--- src/rtl/fifo_wr_arbiter_if.sv ---
// Producer handshake and shared-FIFO write port bundle for fifo_wr_arbiter.
// Producer i's data word sits at bits [i*FIFO_W +: FIFO_W] of req_data.
interface fifo_wr_arbiter_if #(
  parameter int NUM_REQ = 4,
  parameter int FIFO_W  = 32
) ();
  logic [NUM_REQ-1:0]             req_valid;
  logic [NUM_REQ-1:0][FIFO_W-1:0] req_data;
  logic [NUM_REQ-1:0]             req_ready;
  logic                           fifo_full;
  logic                           fifo_write_en;
  logic [FIFO_W-1:0]              fifo_data_in;

  modport master (
    input  req_valid, req_data, fifo_full,
    output req_ready, fifo_write_en, fifo_data_in
  );

  modport slave (
    output req_valid, req_data, fifo_full,
    input  req_ready, fifo_write_en, fifo_data_in
  );
endinterface

--- src/rtl/fifo_wr_arbiter.sv ---
// Round-robin N-to-1 write arbiter: grants one producer at a time a burst of up
// to MAX_BURST beats into a shared FIFO, with a zero-latency data path.
module fifo_wr_arbiter #(
  parameter  int NUM_REQ   = 4,
  parameter  int FIFO_W    = 32,
  parameter  int MAX_BURST = 4,
  localparam int GW        = (NUM_REQ > 1) ? $clog2(NUM_REQ) : 1,
  localparam int BW        = $clog2(MAX_BURST + 1)
) (
  input  logic              clk,
  input  logic              reset,
  fifo_wr_arbiter_if.master bus,
  output logic [GW-1:0]     grant_id,
  output logic              busy,
  output logic [15:0]       write_count
);

  typedef enum logic {IDLE, BURST} state_t;

  state_t            state, state_nxt;
  logic [GW-1:0]     last_grant;
  logic [BW-1:0]     beat_cnt;
  logic [FIFO_W-1:0] data_q;
  logic [GW-1:0]     pick, cand;
  logic              pick_ok;
  logic              own_vld, beat, last_beat, burst_end;
  int                idx;

  // Scan downward so the nearest valid requester after last_grant wins.
  always_comb begin
    pick    = '0;
    pick_ok = 1'b0;
    cand    = '0;
    idx     = 0;
    for (int k = NUM_REQ; k >= 1; k--) begin
      idx  = (int'(last_grant) + k) % NUM_REQ;
      cand = GW'(idx);
      if (bus.req_valid[cand]) begin
        pick    = cand;
        pick_ok = 1'b1;
      end
    end
  end

  assign own_vld   = bus.req_valid[grant_id];
  assign beat      = (state == BURST) && own_vld && !bus.fifo_full;
  assign last_beat = beat && (beat_cnt == BW'(MAX_BURST - 1));
  assign burst_end = (state == BURST) && (last_beat || !own_vld);

  always_ff @(posedge clk or posedge reset) begin
    if (reset) state <= IDLE;
    else       state <= state_nxt;
  end

  always_comb begin
    state_nxt = state;
    case (state)
      IDLE:  if (pick_ok && !bus.fifo_full) state_nxt = BURST;
      BURST: if (burst_end)                 state_nxt = IDLE;
    endcase
  end

  always_comb begin
    busy              = (state == BURST);
    bus.fifo_write_en = beat;
    bus.fifo_data_in  = beat ? bus.req_data[grant_id] : data_q;
  end

  for (genvar i = 0; i < NUM_REQ; i++) begin : g_rdy
    assign bus.req_ready[i] = busy && (grant_id == GW'(i)) && !bus.fifo_full;
  end

  // last_grant resets to the top port so producer 0 wins the first arbitration.
  always_ff @(posedge clk or posedge reset) begin
    if (reset) begin
      last_grant  <= GW'(NUM_REQ - 1);
      grant_id    <= '0;
      beat_cnt    <= '0;
      write_count <= '0;
      data_q      <= '0;
    end else begin
      if (state == IDLE && state_nxt == BURST) begin
        grant_id <= pick;
        beat_cnt <= '0;
      end
      if (beat) begin
        beat_cnt    <= beat_cnt + 1'b1;
        write_count <= write_count + 16'd1;
        data_q      <= bus.req_data[grant_id];
      end
      if (burst_end) last_grant <= grant_id;
    end
  end

endmodule

--- src/flat_wrapper.sv ---
// flat-port wrapper written by rule: the top's interface ports become plain ports
module fifo_wr_arbiter_flat 
#(
  parameter  int NUM_REQ   = 4,
  parameter  int FIFO_W    = 32,
  parameter  int MAX_BURST = 4,
  localparam int GW        = (NUM_REQ > 1) ? $clog2(NUM_REQ) : 1,
  localparam int BW        = $clog2(MAX_BURST + 1)
)
  (clk, reset, grant_id, busy, write_count, bus_req_valid, bus_req_data, bus_fifo_full, bus_req_ready, bus_fifo_write_en, bus_fifo_data_in);
  fifo_wr_arbiter_if #(.NUM_REQ(NUM_REQ), .FIFO_W(FIFO_W)) bus_i ();
  input  logic clk;
  input  logic reset;
  output logic [GW-1:0] grant_id;
  output logic busy;
  output logic [15:0] write_count;
  input wire logic [$bits(bus_i.req_valid)-1:0] bus_req_valid;
  input wire logic [$bits(bus_i.req_data)-1:0] bus_req_data;
  input wire logic [$bits(bus_i.fifo_full)-1:0] bus_fifo_full;
  output wire logic [$bits(bus_i.req_ready)-1:0] bus_req_ready;
  output wire logic [$bits(bus_i.fifo_write_en)-1:0] bus_fifo_write_en;
  output wire logic [$bits(bus_i.fifo_data_in)-1:0] bus_fifo_data_in;
  assign bus_i.req_valid = bus_req_valid;
  assign bus_i.req_data = bus_req_data;
  assign bus_i.fifo_full = bus_fifo_full;
  assign bus_req_ready = bus_i.req_ready;
  assign bus_fifo_write_en = bus_i.fifo_write_en;
  assign bus_fifo_data_in = bus_i.fifo_data_in;
  fifo_wr_arbiter #(.NUM_REQ(NUM_REQ), .FIFO_W(FIFO_W), .MAX_BURST(MAX_BURST)) u_core (.clk(clk), .reset(reset), .bus(bus_i), .grant_id(grant_id), .busy(busy), .write_count(write_count));
endmodule
--- config.mk ---
export PLATFORM = sky130hd
export DESIGN_NAME = fifo_wr_arbiter_flat
export DESIGN_NICKNAME = d
export VERILOG_FILES = /design/src/rtl/fifo_wr_arbiter_if.sv /design/src/rtl/fifo_wr_arbiter.sv /design/src/flat_wrapper.sv
export SDC_FILE = /design/constraint.sdc
export NUM_CORES = 1
export LEC_CHECK = 0
export ABC_AREA = 1
export CAP_MARGIN = 20
export CORE_UTILIZATION = 40
export DETAILED_ROUTE_END_ITERATION = 10
export PLACE_DENSITY = 0.88
export RECOVER_POWER = 50
export SKIP_LAST_GASP = 1
export SLEW_MARGIN = 20
export SYNTH_ARGS = -nofsm -noshare
export SYNTH_HDL_FRONTEND = slang
export SYNTH_SLANG_ARGS = --single-unit
--- constraint.sdc ---
create_clock -name clk -period 2 [get_ports clk]
set_input_delay 0.3 -clock clk [delete_from_list [all_inputs] [get_ports clk]]
set_output_delay 0.3 -clock clk [all_outputs]
set_load 0.005 [all_outputs]
=== Yosys cells after proc, flatten, opt, wreduce, memory -nomap -nowiden ===
Index checks and enable logic that the tools add are counted.

* Register bits after elaboration: 56
* Input port bits: 135
* Output and inout bits: 56
* Logic and storage cells: 67

* Add/subtract/negate cells: 6
* Order comparisons: 5
* Eq/ne operators: 4
* Muxes and demuxes: 26
* Bitwise gates (word level): 1
* Reductions and logical operators: 19

{| class="wikitable"
|+ Operator list
! cell !! count
|-
| 32-bit binary-select mux with 2-bit select || 1
|-
| 32-bit two-way mux || 2
|-
| 16-bit by 1-bit adder with 16-bit output, second input constant || 1
|-
| 2-bit by 3-bit less-than comparator with 1-bit output, second input constant || 5
|-
| 1-bit logical AND || 14
|-
| 1-bit two-way mux || 11
|-
| 1-bit binary-select mux with 2-bit select || 5
|-
| 2-bit two-way mux || 4
|-
| 3-bit two-way mux || 2
|-
| 2-bit by 1-bit adder with 2-bit output, second input constant || 2
|-
| 2-bit adder, second input constant || 2
|-
| 2-bit equality test, second input constant || 2
|-
| 3-bit by 1-bit adder with 3-bit output, second input constant || 1
|-
| 3-bit by 2-bit equality test with 1-bit output, second input constant || 1
|-
| 2-bit by 1-bit equality test with 1-bit output, second input constant || 1
|-
| 1-bit zero test || 2
|-
| 2-bit zero test || 1
|-
| 1-bit one-hot mux with 2 select lines || 1
|-
| 2-bit nonzero test || 1
|-
| 1-bit logical OR || 1
|-
| 1-bit inverter || 1
|}

=== Logic depth before layout (Yosys ltp) ===
* Word-level depth: 13
* Gate-level depth with buffers: 12
* Depth with buffers taken out: 11

=== Worst setup path after synthesis ===
Ideal clock, no wire load.

* Kind: register to output
* Start: reg u_core.grant_id[1]
* End: out bus_fifo_data_in[23]
* Arrival time: 1.352 ns
* Data required time: 1.700 ns
* Slack: 0.348 ns
* Stages on the path, launching flop included: 10
* Path buffers: 2
* Cells stage by stage: dfrtp_1 > buf_2 > inv_2 > nand2_1 > nor2_1 > nor2_2 > a21oi_4 > buf_2 > nand2_1 > nand2_1

* Longest elaborated chain between the ends: 5
* Elaborated cells on any way between the ends: 7
* Those cells by class: mux: 5; reduce/logical: 2

{| class="wikitable"
|+ RTL lines
! element !! RTL line !! text
|-
| start, declared || fifo_wr_arbiter.sv:13 || <nowiki>output logic [GW-1:0] grant_id,</nowiki>
|-
| start signal, assigned || fifo_wr_arbiter.sv:83 || <nowiki>grant_id <= pick;</nowiki>
|-
| 1-bit binary-select mux with 2-bit select || fifo_wr_arbiter.sv:45 || <nowiki>assign own_vld = bus.req_valid[grant_id];</nowiki>
|-
| 1-bit two-way mux (implied by the code) || fifo_wr_arbiter.sv:45 ||
|-
| 1-bit logical AND (2 in a row) || fifo_wr_arbiter.sv:46 || <nowiki>assign beat = (state == BURST) && own_vld && !bus.fifo_full;</nowiki>
|-
| named net bus_fifo_write_en || flat_wrapper.sv:21 || <nowiki>output wire logic [$bits(bus_i.fifo_write_en)-1:0] bus_fifo_write_en;</nowiki>
|-
| 32-bit two-way mux || fifo_wr_arbiter.sv:66 || <nowiki>bus.fifo_data_in = beat ? bus.req_data[grant_id] : data_q;</nowiki>
|-
| end, declared || flat_wrapper.sv:22 || <nowiki>output wire logic [$bits(bus_i.fifo_data_in)-1:0] bus_fifo_data_in;</nowiki>
|}

The timed path passes the listed nets, and every way through them passes these cells. The select of a mux whose other input is x is not followed.

=== Worst setup path after layout ===
* Start: reg u_core.grant_id[0]
* End: out bus_fifo_data_in[22]

* Longest elaborated chain between the ends: 5
* Elaborated cells on any way between the ends: 7
* Those cells by class: mux: 5; reduce/logical: 2

{| class="wikitable"
|+ RTL lines
! element !! RTL line
|-
| 1-bit binary-select mux with 2-bit select || fifo_wr_arbiter.sv:45
|-
| 1-bit two-way mux (implied by the code) || fifo_wr_arbiter.sv:45
|-
| 1-bit logical AND (2 in a row) || fifo_wr_arbiter.sv:46
|-
| 32-bit two-way mux * || fifo_wr_arbiter.sv:66
|}

Every way passes the cells marked *; elsewhere a longest branch is shown, timed or not. The select of a mux whose other input is x is not followed.

==> report_table.html <==
<table>
<tr><th>Metric</th><th>Value</th></tr>
<tr><th colspan="2">Outcome</th></tr>
<tr><td>Result of the run</td><td>finished with violations</td></tr>
<tr><td>Failing checks</td><td>DRC, setup timing</td></tr>
<tr><th colspan="2">Critical path</th></tr>
<tr><td>Destination of the critical timing path</td><td>bus_fifo_data_in[22]</td></tr>
<tr><td>Maximum fanout count along the critical path</td><td>24</td></tr>
<tr><td>End of the worst register-to-register path</td><td>u_core.data_q[9]$_DFF_PP0_</td></tr>
<tr><td>Flop-to-flop setup slack</td><td>roughly 10 ps</td></tr>
<tr><td>Launch point of the critical path</td><td>u_core.grant_id[0]$_DFFE_PP0P_</td></tr>
<tr><td>CP delay by family, top</td><td>buffers and inverters</td></tr>
<tr><td>Worst reg2reg startpoint</td><td>u_core.grant_id[0]$_DFFE_PP0P_</td></tr>
<tr><td>Kind of launch point of the worst setup path</td><td>flop</td></tr>
<tr><td>Cell count along the critical path</td><td>9</td></tr>
<tr><td>Data required time of the worst path</td><td>~1700 ps</td></tr>
<tr><td>Worst Path Buf+Inv</td><td>5</td></tr>
<tr><td>Cell with the largest stage delay on the worst path</td><td>dfrtp_2</td></tr>
<tr><td>Delay contributed by the slowest stage of the critical path</td><td>490 ps</td></tr>
<tr><td>Kind of end point of the critical path</td><td>primary output</td></tr>
<tr><td>Endpoint arrival time on the critical path</td><td>2090 ps</td></tr>
<tr><td>Worst Reg-to-Reg Cells</td><td>13</td></tr>
<tr><td>Kind of critical path</td><td>flop to primary output</td></tr>
<tr><td>List of cells traversed by the critical path</td><td>buf_4 &gt; buf_4 &gt; buf_6 &gt; clkbuf_16 &gt; nand3_1 &gt; nand4_1 &gt; nand2_1 &gt; nand2_2 &gt; clkdlybuf4s15_2</td></tr>
<tr><td>Most frequent CP cell</td><td>buf_4</td></tr>
<tr><th colspan="2">Global routing</th></tr>
<tr><td>Grt ovf</td><td>0</td></tr>
<tr><td>Global routing met1 resource utilization</td><td>around 36%</td></tr>
<tr><td>All-Layer GR Usage</td><td>between 30% and 40%</td></tr>
<tr><td>Pin count of the biggest net entering global routing</td><td>50</td></tr>
<tr><td>GR Util met2</td><td>a little over half</td></tr>
<tr><td>Vias in the first global route</td><td>4936</td></tr>
<tr><td>Most Used Layer, Global Route</td><td>met2</td></tr>
<tr><td>First-pass GRT wire length</td><td>23700 um</td></tr>
<tr><td>Met3 Usage GRT</td><td>7.05%</td></tr>
<tr><td>Number of antenna violations at the first check in global routing</td><td>0</td></tr>
<tr><th colspan="2">Floorplan</th></tr>
<tr><td>Die outline width</td><td>97.7 um</td></tr>
<tr><td>Die Outline Area</td><td>roughly 9500 um^2</td></tr>
<tr><td>Initial cell density of the core</td><td>41.6%</td></tr>
<tr><td>Die Y-Extent</td><td>97.7 um</td></tr>
<tr><td>Count of boundary I/O pins</td><td>191</td></tr>
<tr><td>Row count</td><td>34</td></tr>
<tr><td>Floorplan core area</td><td>8810 um^2</td></tr>
<tr><th colspan="2">Drt</th></tr>
<tr><td>First DRT Iteration DRCs</td><td>406</td></tr>
<tr><td>Routed vias</td><td>5307</td></tr>
<tr><td>Total DRC errors in the routed layout</td><td>16</td></tr>
<tr><td>Detailed-router iteration count before antenna repair</td><td>9</td></tr>
<tr><td>Number of nets with antenna violations after routing</td><td>0</td></tr>
<tr><td>Routed wirelength normalized by instance count</td><td>between 15 and 20 um</td></tr>
<tr><td>Total detailed-routing wirelength</td><td>17900 um</td></tr>
<tr><td>Post-DR vias/cell</td><td>5.86</td></tr>
<tr><th colspan="2">CTS</th></tr>
<tr><td>Clock tree from TritonCTS</td><td>done</td></tr>
<tr><td>Maximum clock insertion buffer count</td><td>2</td></tr>
<tr><td>Number of buffers inserted for hold repair after clock tree synthesis</td><td>0</td></tr>
<tr><td>Worst-skew pair later-pin latency</td><td>320 ps</td></tr>
<tr><td>CTS Sinks</td><td>56</td></tr>
<tr><td>Clock slew at reported path FFs</td><td>110 ps</td></tr>
<tr><td>Number of clock buffers inserted by TritonCTS</td><td>5</td></tr>
<tr><td>Root buffer selected by CTS</td><td>clkbuf_8</td></tr>
<tr><td>Total number of H-tree levels</td><td>2</td></tr>
<tr><th colspan="2">STA</th></tr>
<tr><td>Number of pins exceeding their max-slew limit in the final report</td><td>0</td></tr>
<tr><td>Part of the cycle the worst path needs</td><td>119%</td></tr>
<tr><td>Time the final worst path needs with I/O delays and setup</td><td>between 2000 and 2500 ps</td></tr>
<tr><td>Setup slack of the critical path after layout</td><td>-390 ps</td></tr>
<tr><td>Hold violation total from the final report</td><td>0</td></tr>
<tr><td>Maximum frequency from static timing analysis</td><td>0.418 GHz</td></tr>
<tr><td>RSZ-0062 raised after global routing</td><td>true</td></tr>
<tr><td>Worst relative slew slack</td><td>53.1%</td></tr>
<tr><td>Fin Clk Skew</td><td>6.89 ps</td></tr>
<tr><td># setup viols final</td><td>33</td></tr>
<tr><td>Final hold slack</td><td>491 ps</td></tr>
<tr><td>Transition at the pin with the smallest max-transition slack</td><td>702 ps</td></tr>
<tr><th colspan="2">Synthesis</th></tr>
<tr><td>Mean instance size in the synthesized netlist</td><td>between 6 and 7 um^2</td></tr>
<tr><td>Number of nets produced by synthesis</td><td>692</td></tr>
<tr><td>Post-synthesis sequential element count</td><td>56</td></tr>
<tr><td>Gate count of the mapped netlist</td><td>554</td></tr>
<tr><td>Area share of the largest cell type after synthesis</td><td>36.9%</td></tr>
<tr><td>Most numerous cell types in the synthesized netlist</td><td>222 x nand2_1, 116 x nand3_1, 54 x dfrtp_1</td></tr>
<tr><td>Number of flops mapped to enable cells by yosys</td><td>0</td></tr>
<tr><td>Synthesized area</td><td>3660 um^2</td></tr>
<tr><td>Fraction of registers with async set or reset after synthesis</td><td>100%</td></tr>
<tr><td>Biggest area contributors in the synthesized netlist</td><td>dfrtp_1 37%, nand2_1 23%, nand3_1 16%</td></tr>
<tr><td>Distinct cell type count of the synthesized netlist</td><td>23</td></tr>
<tr><td>Yosys Warn Count</td><td>0</td></tr>
<tr><td>Fraction of the yosys area taken by sequential cells</td><td>38.3%</td></tr>
<tr><td>Post-synth top flop</td><td>dfrtp_1</td></tr>
<tr><td>Library cell occupying the most area in the post-synthesis netlist</td><td>dfrtp_1</td></tr>
<tr><td>Cell with the most instances after synthesis</td><td>nand2_1</td></tr>
<tr><th colspan="2">Pwr</th></tr>
<tr><td>P_int</td><td>5.37 mW</td></tr>
<tr><td>Net Switching</td><td>~4.3 mW</td></tr>
<tr><td>Leakage dissipation</td><td>3.25 nW</td></tr>
<tr><td>Combinational share of power</td><td>69.7%</td></tr>
<tr><td>Sequential group share of total power</td><td>20.7%</td></tr>
<tr><td>Clock power share</td><td>approximately a tenth</td></tr>
<tr><td>Peak supply drop</td><td>0.766 mV</td></tr>
<tr><td>Switching part of the total power</td><td>between 40% and 50%</td></tr>
<tr><td>P per Cell Area</td><td>1370 nW/um^2</td></tr>
<tr><th colspan="2">Layout</th></tr>
<tr><td>Synth-to-Final Area Change</td><td>92.0%</td></tr>
<tr><td>Antenna diode count</td><td>0</td></tr>
<tr><td>Final design utilization</td><td>79.9%</td></tr>
<tr><td>Fraction of final layout cells with drive strength greater than 1</td><td>26.5%</td></tr>
<tr><td>Post-layout net count</td><td>934</td></tr>
<tr><td>Fin cells</td><td>905</td></tr>
<tr><th colspan="2">Placed design</th></tr>
<tr><td>Count of port buffers added during placement</td><td>between 150 and 200</td></tr>
<tr><td>Detailed placement HPWL</td><td>10500 um</td></tr>
<tr><td>Cell total after placement</td><td>roughly 850</td></tr>
<tr><td>Routability-driven placement congestion ratio</td><td>around 1.0</td></tr>
<tr><th colspan="2">Hold path</th></tr>
<tr><td>Worst hold-check path type</td><td>flop to flop</td></tr>
<tr><th colspan="2">Job</th></tr>
<tr><td>Max-cap viol count</td><td>0</td></tr>
</table>
-- layout by cell type (no fill, tap or decap), drive strengths merged --
master	instances
xor2	7
ha	3
nand4	33
inv	32
o22ai	1
xnor2	3
dfstp	2
nand3	116
nor3	7
buf	97
nor2	19
clkdlybuf4s50	151
clkinvlp	1
o21ai	15
dfrtp	54
clkbuf	17
a21oi	1
bufinv	2
nand3b	1
dlygate4sd2	3
clkdlybuf4s15	6
nand2	224
dlymetal6s2s	1
dlygate4sd3	1
-- flip-flops by register name, summed over array words and instances, names as in the netlist --
register / count
u_core.beat_cnt: 3
u_core.busy: 1
u_core.data_q: 32
u_core.grant_id: 2
u_core.last_grant: 2
u_core.write_count: 16
-- how the worst min path moves through the flow --
stage,start,to,slack (ps),cells after the start
6_report,u_core.data_q[15]$_DFF_PP0_,u_core.data_q[15]$_DFF_PP0_,490,2
5_1_grt,u_core.data_q[6]$_DFF_PP0_,u_core.data_q[6]$_DFF_PP0_,520,2
4_1_cts,reset,u_core.write_count[14]$_DFFE_PP0P_,290,2
3_5_place_dp,u_core.data_q[0]$_DFF_PP0_,u_core.data_q[0]$_DFF_PP0_,460,2
3_3_place_gp,u_core.data_q[29]$_DFF_PP0_,u_core.data_q[29]$_DFF_PP0_,460,2
2_1_floorplan,u_core.beat_cnt[0]$_DFFE_PP0P_,u_core.beat_cnt[0]$_DFFE_PP0P_,450,1
-- stage by stage --
step	power [mW]	setup WS (ps)	setup TNS [ps]	cell area, um^2
global placement	6.49	-479	-13820	5870
CTS	7.94	-375	-10170	6380
global route	10.1	-423	-10660	7040
floorplan	4.22	332	0	3660
finish	9.64	-390	-9440	7040
detailed placement	6.64	-471	-14550	5870
-- cells by family (layout without fill, tap and decap cells) --
family | after synthesis | in the layout | share of synthesized area [%]
xor gates and xnor gates | 10 | 10 | 2.39
buffers and inverters | 68 | 311 | 7.72
adders and majority gates | 3 | 3 | 1.02
AOI/OAI and AO/OA | 17 | 17 | 2.83
and+or+nand+nor | 400 | 400 | 47.7
DFF | 56 | 56 | 38.3
-- cell type report --
class | instances | area [um^2]
Clock buffer | 5 | 68.8
Clock inverter | 3 | 68.8
Fill cell | 536 | 1770
Inverter | 32 | 129
Multi-Input combinational cell | 430 | 2380
Sequential cell | 56 | 1410
Tap cell | 108 | 135
Timing Repair Buffer | 271 | 2850
-- worst reg2reg max path: cells and delay by family, from the launching register on --
family | cells | cell delay, ps
buffers and inverters | 8 | 990
DFF | 1 | 480
and+or+nand+nor | 5 | 430
-- routing by layer --
layer / part of all wire, % / vias to the layer above / wire length [um]
met3: 9.5 / 97 / 1700
met2: 50 / 407 / 9040
met4: 5.3 / 0 / 951
li1: - / 2303 / -
met1: 35 / 2500 / 6210
met5: 0 / - / 0
-- power by group through the flow --
stage / clock [mW] / combinational (mW) / sequential, mW
floorplan: 0 / 2.41 / 1.81
finish: 0.923 / 6.72 / 1.99
CTS: 0.914 / 5.15 / 1.88
global placement: 0 / 4.60 / 1.89
detailed placement: 0 / 4.74 / 1.91
global route: 0.961 / 7.11 / 2.04
-- repair_timing --
| action | CTS | global route |
|---|---|---|
| cloned | 4 | 8 |
| hold endpoints to repair | 0 | 0 |
| pin swaps | 15 | 53 |
| setup buffers | 28 | 16 |
| resized for setup | 132 | 153 |
| endpoints found under the setup margin | 37 | 36 |
No activity file was read; power rests on OpenSTA's default activity.
